===== config.mk =====
export PLATFORM = sky130hd
export DESIGN_NAME = ise_pixel_feeder
export DESIGN_NICKNAME = d
export VERILOG_FILES = /design/src/rtl/ise_pixel_feeder.sv
export SDC_FILE = /design/constraint.sdc
export NUM_CORES = 1
export LEC_CHECK = 0
export ABC_AREA = 1
export BUFFER_PORTS_ARGS = -buffer_cell sky130_fd_sc_hd__buf_2
export CELL_PAD_IN_SITES_DETAIL_PLACEMENT = 0
export CELL_PAD_IN_SITES_GLOBAL_PLACEMENT = 2
export CORE_MARGIN = 3
export CORE_UTILIZATION = 29
export DETAILED_ROUTE_END_ITERATION = 8
export PLACE_DENSITY_LB_ADDON = 0.3
export SLEW_MARGIN = 20
export SYNTH_ARGS = -nofsm -noshare
export SYNTH_HDL_FRONTEND = slang
export SYNTH_SLANG_ARGS = --single-unit

===== constraint.sdc =====
create_clock -name clk -period 2.64 [get_ports clk]
set_input_delay 0.264 -clock clk [delete_from_list [all_inputs] [get_ports clk]]
set_output_delay 0.264 -clock clk [all_outputs]
set_load 0.02 [all_outputs]

===== src/rtl/ise_pixel_feeder.sv =====
// ise_pixel_feeder
//   Upstream stage of the image sorting engine. It walks the image memory
//   address space one image at a time, {img, pix}, and streams the pixels
//   into the sorter. A small prefetch FIFO hides the one-cycle memory read
//   latency, so the stream runs at one pixel per cycle while busy_in is low.
//   Between images the feeder waits for the sorter's busy pulse to rise and
//   fall before it starts the next image. After the last image it parks in
//   DONE until reset.
// Ports
//   clk          clock
//   reset        asynchronous, active-high reset
//   start        one-cycle start pulse; only honoured in IDLE
//   mem_rd       read strobe to the image memory
//   mem_addr     read address {img, pix}
//   mem_rdata    read data, valid the cycle after mem_rd
//   busy_in      sorter busy; a pixel is accepted when pix_valid && !busy_in
//   pix_valid    FIFO head holds a valid pixel
//   pixel_out    FIFO head pixel {R,G,B}
//   image_index  image number of the head pixel
//   done         all images streamed and the final busy pulse has ended
module ise_pixel_feeder #(
  parameter int NUM_IMG     = 32,
  parameter int PIX_PER_IMG = 16384,
  parameter int DW          = 24,
  parameter int FIFO_DEPTH  = 2,
  localparam int IW = $clog2(NUM_IMG),
  localparam int PW = $clog2(PIX_PER_IMG),
  localparam int AW = IW + PW
) (
  input  logic          clk,
  input  logic          reset,
  input  logic          start,
  output logic          mem_rd,
  output logic [AW-1:0] mem_addr,
  input  logic [DW-1:0] mem_rdata,
  input  logic          busy_in,
  output logic          pix_valid,
  output logic [DW-1:0] pixel_out,
  output logic [IW-1:0] image_index,
  output logic          done
);

  localparam int PTRW = (FIFO_DEPTH > 1) ? $clog2(FIFO_DEPTH) : 1;
  localparam int CW   = $clog2(FIFO_DEPTH + 1);
  localparam int CW1  = CW + 1;
  localparam logic [CW:0]   DEPTH_C  = CW1'(FIFO_DEPTH);
  localparam logic [PW-1:0] LAST_PIX = PW'(PIX_PER_IMG - 1);
  localparam logic [IW-1:0] LAST_IMG = IW'(NUM_IMG - 1);

  typedef enum logic [2:0] {
    S_IDLE, S_FETCH, S_DRAIN, S_WAIT_HI, S_WAIT_LO, S_DONE
  } state_t;

  state_t r_state, w_state_next;

  logic [IW-1:0]   r_img;
  logic [PW-1:0]   r_pix;
  logic            r_inflight;
  logic [IW-1:0]   r_inflight_img;
  logic [DW-1:0]   r_fifo_pix [FIFO_DEPTH];
  logic [IW-1:0]   r_fifo_img [FIFO_DEPTH];
  logic [PTRW-1:0] r_rd_ptr, r_wr_ptr;
  logic [CW-1:0]   r_count;

  logic            w_pop;
  logic            w_push;
  logic            w_last_issue;
  logic [CW:0]     w_credit;

  assign pix_valid   = (r_count != '0);
  assign pixel_out   = r_fifo_pix[r_rd_ptr];
  assign image_index = r_fifo_img[r_rd_ptr];
  assign mem_addr    = {r_img, r_pix};
  assign done        = (r_state == S_DONE);

  assign w_pop  = pix_valid && !busy_in;
  assign w_push = r_inflight;

  // Occupancy the FIFO will have after this cycle's pop, counting the read
  // already in flight; a new read is only issued if it is guaranteed a slot.
  assign w_credit     = {1'b0, r_count} + CW1'(r_inflight) - CW1'(w_pop);
  assign w_last_issue = mem_rd && (r_pix == LAST_PIX);

  always_comb begin
    w_state_next = r_state;
    mem_rd       = 1'b0;
    case (r_state)
      S_IDLE:    if (start) w_state_next = S_FETCH;
      S_FETCH: begin
        mem_rd = (w_credit < DEPTH_C);
        if (w_last_issue) w_state_next = S_DRAIN;
      end
      S_DRAIN:   if (r_count == '0 && !r_inflight) w_state_next = S_WAIT_HI;
      S_WAIT_HI: if (busy_in) w_state_next = S_WAIT_LO;
      S_WAIT_LO: if (!busy_in) w_state_next = (r_img == LAST_IMG) ? S_DONE : S_FETCH;
      S_DONE:    w_state_next = S_DONE;
      default:   w_state_next = S_IDLE;
    endcase
  end

  always_ff @(posedge clk or posedge reset) begin
    if (reset) begin
      r_state        <= S_IDLE;
      r_img          <= '0;
      r_pix          <= '0;
      r_inflight     <= 1'b0;
      r_inflight_img <= '0;
      r_rd_ptr       <= '0;
      r_wr_ptr       <= '0;
      r_count        <= '0;
    end else begin
      r_state    <= w_state_next;
      r_inflight <= mem_rd;
      if (mem_rd) begin
        r_inflight_img <= r_img;
        r_pix          <= w_last_issue ? '0 : r_pix + PW'(1);
      end
      if (r_state == S_WAIT_LO && !busy_in && r_img != LAST_IMG) begin
        r_img <= r_img + IW'(1);
        r_pix <= '0;
      end
      if (w_push)
        r_wr_ptr <= (r_wr_ptr == PTRW'(FIFO_DEPTH - 1)) ? '0 : r_wr_ptr + PTRW'(1);
      if (w_pop)
        r_rd_ptr <= (r_rd_ptr == PTRW'(FIFO_DEPTH - 1)) ? '0 : r_rd_ptr + PTRW'(1);
      if (w_push && !w_pop)
        r_count <= r_count + CW'(1);
      else if (!w_push && w_pop)
        r_count <= r_count - CW'(1);
    end
  end

  // FIFO storage; entries are cleared so the head reads zero out of reset.
  genvar gi;
  generate
    for (gi = 0; gi < FIFO_DEPTH; gi++) begin : g_fifo
      always_ff @(posedge clk or posedge reset) begin
        if (reset) begin
          r_fifo_pix[gi] <= '0;
          r_fifo_img[gi] <= '0;
        end else if (w_push && r_wr_ptr == PTRW'(gi)) begin
          r_fifo_pix[gi] <= mem_rdata;
          r_fifo_img[gi] <= r_inflight_img;
        end
      end
    end
  endgenerate

  // The read credit rule must make a push into a full FIFO impossible.
  always_ff @(posedge clk) begin
    if (!reset)
      assert (!(w_push && !w_pop && r_count == CW'(FIFO_DEPTH)))
        else $error("prefetch FIFO overflow");
  end

endmodule


* Yosys cells after proc, flatten, opt, wreduce, memory -nomap -nowiden
Cells that the tools add are included.
** Storage, ports and cells
- Memory bits (writable) :: 0
- Output and inout port bits :: 51
- Memory bits (read-only) :: 0
- Memories :: 0
- Flip-flop bits (word level) :: 90
- Word-level logic and storage cells :: 76
- Input port bits :: 28
- Latch bits :: 0
** Cells by class
- Mux-type cells :: 21
- Reduce and logical (&&, ||, !) cells :: 18
- $lt $le $gt $ge :: 2
- Eq/ne operators :: 13
- Bitwise logic cells :: 2
- $add $sub $neg :: 8
- Multiply operators :: 0
- Shifts and indexed selects :: 0
- Div/mod/pow operators :: 0
** Operator list (number)
- two-way mux 24 bit :: 3
- two-way mux 14 bit :: 3
- two-way mux 3 bit :: 6
- one-hot mux 3 bit (6 select lines) :: 1
- two-way mux 5 bit :: 3
- adder 14 x 1 -> 14 bit (second input constant) :: 1
- == test 14 bit (second input constant) :: 1
- != test 2 bit (second input constant) :: 5
- logical AND 1 bit :: 9
- == test 3 x 2 -> 1 bit (second input constant) :: 2
- == test 3 bit (second input constant) :: 2
- nonzero test 2 bit :: 3
- adder 5 x 1 -> 5 bit (second input constant) :: 1
- == test 5 bit (second input constant) :: 1
- != test 5 bit (second input constant) :: 1
- AND reduction 5 bit :: 1
- two-way mux 2 bit :: 2
- adder 2 x 1 -> 3 bit :: 1
- == test 3 x 1 -> 1 bit (second input constant) :: 1
- logical NOT 1 bit :: 3
- logical NOT 3 bit :: 1
- less-than comparator 3 x 2 -> 1 bit (second input constant) :: 1
- two-way mux 1 bit :: 3
- subtractor 3 x 1 -> 3 bit :: 1
- other kinds (7) :: 8

* Longest topological paths before layout
- Depth after elaboration :: 9
- Mapped depth :: 17
- Depth with buffers taken out :: 16

* Least setup slack after synthesis
Ideal clock, no wire load.
- Kind :: register to register
- Start point :: register r_count[1]
- End point :: register r_state[1]
- Stages on the path, launching flop included :: 17
- Path buffers :: 1
- Clock period less this slack :: 2711 ps
- Data required time :: 2523 ps
- Data arrival time :: 2594 ps
- Slack :: -71 ps
- Library setup time :: 117 ps
- Cells stage by stage :: dfrtp_1 -> inv_2 -> nand2_1 -> nand2_1 -> inv_1 -> ha_1 -> or2_2 -> fa_1 -> nand2_2 -> nand3_1 -> nor2_4 -> buf_6 -> nand2_8 -> nand2_4 -> nand2_2 -> nand2_1 -> nand2_1
** Between the ends
- Word-level cells in the longest chain between the ends :: 8
- Elaborated cells between the ends (all ways) :: 12
- Classes of those cells :: add/sub: 2; order compare: 1; eq/ne: 2; mux: 1; reduce/logical: 6
** RTL lines
- start, declared :: RTL line 63 : logic [CW-1:0] r_count;
- start signal, assigned :: RTL line 127 : r_count <= r_count + CW'(1);
- start signal, assigned :: RTL line 129 : r_count <= r_count - CW'(1);
- nonzero test 2 bit :: RTL line 70 : assign pix_valid = (r_count != '0);
- net pix_valid :: RTL line 37 : output logic pix_valid,
- logical AND 1 bit :: RTL line 76 : assign w_pop = pix_valid && !busy_in;
- net w_pop :: RTL line 65 : logic w_pop;
- subtractor 3 x 1 -> 3 bit :: RTL line 81 : assign w_credit = {1'b0, r_count} + CW1'(r_inflight) - CW1'(w_pop);
- less-than comparator 3 x 2 -> 1 bit :: RTL line 90 : mem_rd = (w_credit < DEPTH_C);
- two-way mux 1 bit :: RTL line 87 : case (r_state)
- net mem_rd :: RTL line 33 : output logic mem_rd,
- logical AND 1 bit :: RTL line 82 : assign w_last_issue = mem_rd && (r_pix == LAST_PIX);
- != test 2 bit (no line)
- AND reduction 5 bit (no line)
- end signal, assigned :: RTL line 112 : r_state <= w_state_next;
- end, declared :: RTL line 54 : state_t r_state, w_state_next;
The timed path passes the listed nets, and every way through them passes these cells.
A chain may end at the register's enable or synchronous reset.

* Final worst setup path
- Start point :: register r_count[1]
- End point :: output port mem_rd
** Between the ends
- Word-level cells in the longest chain between the ends :: 5
- Elaborated cells between the ends (all ways) :: 6
- Classes of those cells :: add/sub: 2; order compare: 1; mux: 1; reduce/logical: 2
** RTL lines (RTL line)
- nonzero test 2 bit :: 70
- logical AND 1 bit :: 76
- net w_pop :: 65
- subtractor 3 x 1 -> 3 bit :: 81
- less-than comparator 3 x 2 -> 1 bit :: 90
- two-way mux 1 bit :: 87
- end, declared :: 33
The timed path passes the listed nets, and every way through them passes these cells.

==> flow_metrics.tcl <==
set metrics [dict create \
    core_area_sq_um 14800 \
    synth-seq-cells 90 \
    initialDrtViolationCount 271 \
    maxCapViolations 0 \
    grtUsageMet3 0.0254 \
    cp.required_ps 2380 \
    synth_area_sq_um 4470 \
    crit_type "reg2out" \
    synth.avg_cell_area_sq_um 8.04 \
    fin_ws_ps 60.3 \
    critPathMaxFanout 2 \
    cts.htree.levels 3 \
    syn2layout_area_growth_pct 23.7 \
    overflow 0 \
    port_buffers 78 \
    place_hpwl_um 7930 \
    grt_pass1_vias 3699 \
    wl_per_cell_um 13.4 \
    dieArea_sq_um 16900 \
    status "completed" \
    numCtsBuffers 9 \
    setup.worst_path.start_class "flop" \
    grt_setup_unrepaired "yes" \
    hold_viol 0 \
    grt_max_degree 44 \
    drive_gt1_frac 0.246 \
    clkLatencyLatePin_ps 340 \
    fp.dieW_um 130 \
    clock_skew_ps 8.07 \
    antenna_found_initial 0 \
    end_kind "primary output" \
    diodes 0 \
    tightest_slew_ps 561 \
    slew_headroom 0.626 \
    row_count 44 \
    power_uw 7310 \
    wl_um 11200 \
    clk_path_buf_depth 2 \
    min_path_type "in2reg" \
    final_cell_area_sq_um 5530 \
    synth_nets 590 \
    clk_transition_reported_paths_ps 60 \
    cts_root_buf "clkbuf_16" \
    busiest_layer "met2" \
    yosysWarnings 0 \
    dp.cells 814 \
    drv_slew 0 \
    numClockSinks 90 \
    period_needed_ps 2580 \
    period_share 0.977 \
    fin_setup_tns_ps 0 \
    grt_first_pass_wirelength_um 18600 \
    route.detailed.drc 0 \
    via_count 3733 \
    place_area_sq_um 5130 \
    worstPathCellList "inv_2 -> nand2_2 -> nand2_2 -> inv_2 -> ha_4 -> or2_4 -> fa_2 -> nand3_2 -> nor2_4 -> buf_6" \
    slowest_stage "fa_2" \
    fin_cells 835 \
    power_density_nw_per_um2 1320 \
    fmax_ghz 0.388 \
    ant_nets 0 \
    ys_seq_area_frac 0.504 \
    setup_violations 0 \
    initial_core_util 0.302 \
    synth_cell_type_count 32 \
    pre_cts_ws_ps 17.7 \
    io_pins 79 \
    leakagePower_uw 0.00298 \
    nNetsFinal 680 \
    grt_use_total 0.140 \
    crit_arrival_ps 2320 \
    die_h_um 130 \
    cpPeakStageDelay_ps 550 \
    met1_usage 0.183 \
    ir_worst_vdd_v 0.000599 \
    firstDrtPassIters 4 \
    synthCells 556 \
    grtUsageMet2 0.230 \
    globalplace.congestion 0.785 \
    viasPerCell 4.47 \
    cts_tree "built" \
]
==> through the flow <==
stage | util | hold WS, ps
after floorplan | - | 397
after global placement | 0.346 | 340
after detailed placement | 0.346 | 342
after CTS | 0.373 | 168
after global routing | 0.373 | 195
final | 0.373 | 178
==> cell usage after synthesis (all sizes together) <==
cell type  number  area, sq um
a21oi           4         20.0
clkbuf         15         56.3
dfrtp          90         2250
inv            65          249
or2             4         25.0
o31ai           1         7.51
buf             7         57.6
nand2         228          920
o21ai          69          345
nor3            4         31.3
fa              1         20.0
xor2            8         70.1
nand3          19          135
xnor2           1         8.76
ha              5         62.6
nor2           26          148
nand4           8         50.1
a21boi          1         11.3
==> placed cells by master (no fill, tap or decap), types with 8 or more instances in the layout <==
cell,Yosys,layout
xor2_1,8,8
buf_2,4,77
nand2_1,218,215
nand3_1,14,13
nand4_1,8,8
clkbuf_16,0,9
dfrtp_1,90,90
nor2_1,16,16
o21ai_0,66,66
buf_4,0,21
inv_1,60,57
==> power breakdown <==
part | switching, uW | leakage, uW | internal [uW] | total (uW)
sequential | 427 | 0.00111 | 2030 | 2450
clock | 534 | 0.000156 | 853 | 1390
combinational | 2230 | 0.00172 | 1230 | 3470
total | 3190 | 0.00298 | 4110 | 7310
==> critical path, delay by kind of cell, from the launching register on <==
kind	cells	cell delay (ps)
flip-flops	1	390
buffers and inverters	3	250
AND/OR/NAND/NOR	5	590
adder cells (fa/ha/maj)	2	750
==> cells by family after synthesis <==
logic type,after synthesis,share of synthesized area
and+or+nand+nor,289,0.293
xor gates and xnor gates,9,0.0176
AOI/OAI and AO/OA,75,0.0859
DFF,90,0.504
buffers and inverters,87,0.0812
adders and majority gates,6,0.0185
==> layer usage <==
layer / up-vias / share of wire
met5: - / 0
met2: 68 / 0.46
met4: 0 / 0.016
met3: 10 / 0.040
li1: 1904 / -
met1: 1751 / 0.48
==> final cells by class <==
| cell class | count | area [sq um] |
|---|---|---|
| fillers | 1560 | 9280 |
| flip-flops and latches | 90 | 2250 |
| multi-input cells | 379 | 1890 |
| repair buffers | 101 | 584 |
| inverters | 65 | 250 |
| clock buffers | 11 | 243 |
| well taps | 184 | 230 |
| clock inverters | 5 | 77.6 |
==> sequential cells by signal, summed over array words and instances, names as in the netlist <==
name	cells
r_img	5
r_inflight_img	5
r_wr_ptr	1
r_state	3
r_rd_ptr	1
r_fifo_img	10
r_fifo_pix	48
r_inflight	1
r_count	2
r_pix	14
==> repair_timing <==
action,4_1_cts,5_1_grt
cloned,0,0
buffers inserted,4,0
pin swaps,6,5
gates resized for setup,9,1
hold endpoints to repair,25,0
endpoints found under the setup margin,1,11
hold buffers,1,0
==> final timing paths <==
check / startpoint / endpoint / slack (ps) / cells past startpoint
setup / recovery: r_count[1] / mem_rd / 60 / 10
hold / removal: busy_in / r_state[2] / 180 / 3
setup reg to reg: r_count[1] / r_pix[8] / 160 / 15
hold reg to reg: r_fifo_pix[2] / r_fifo_pix[2] / 480 / 2
max in group asynchronous: reset / r_fifo_pix[10] / 1450 / 4
min in group asynchronous: reset / r_fifo_pix[30] / 510 / 3
Note: power is estimated with default switching activity, not from simulation.
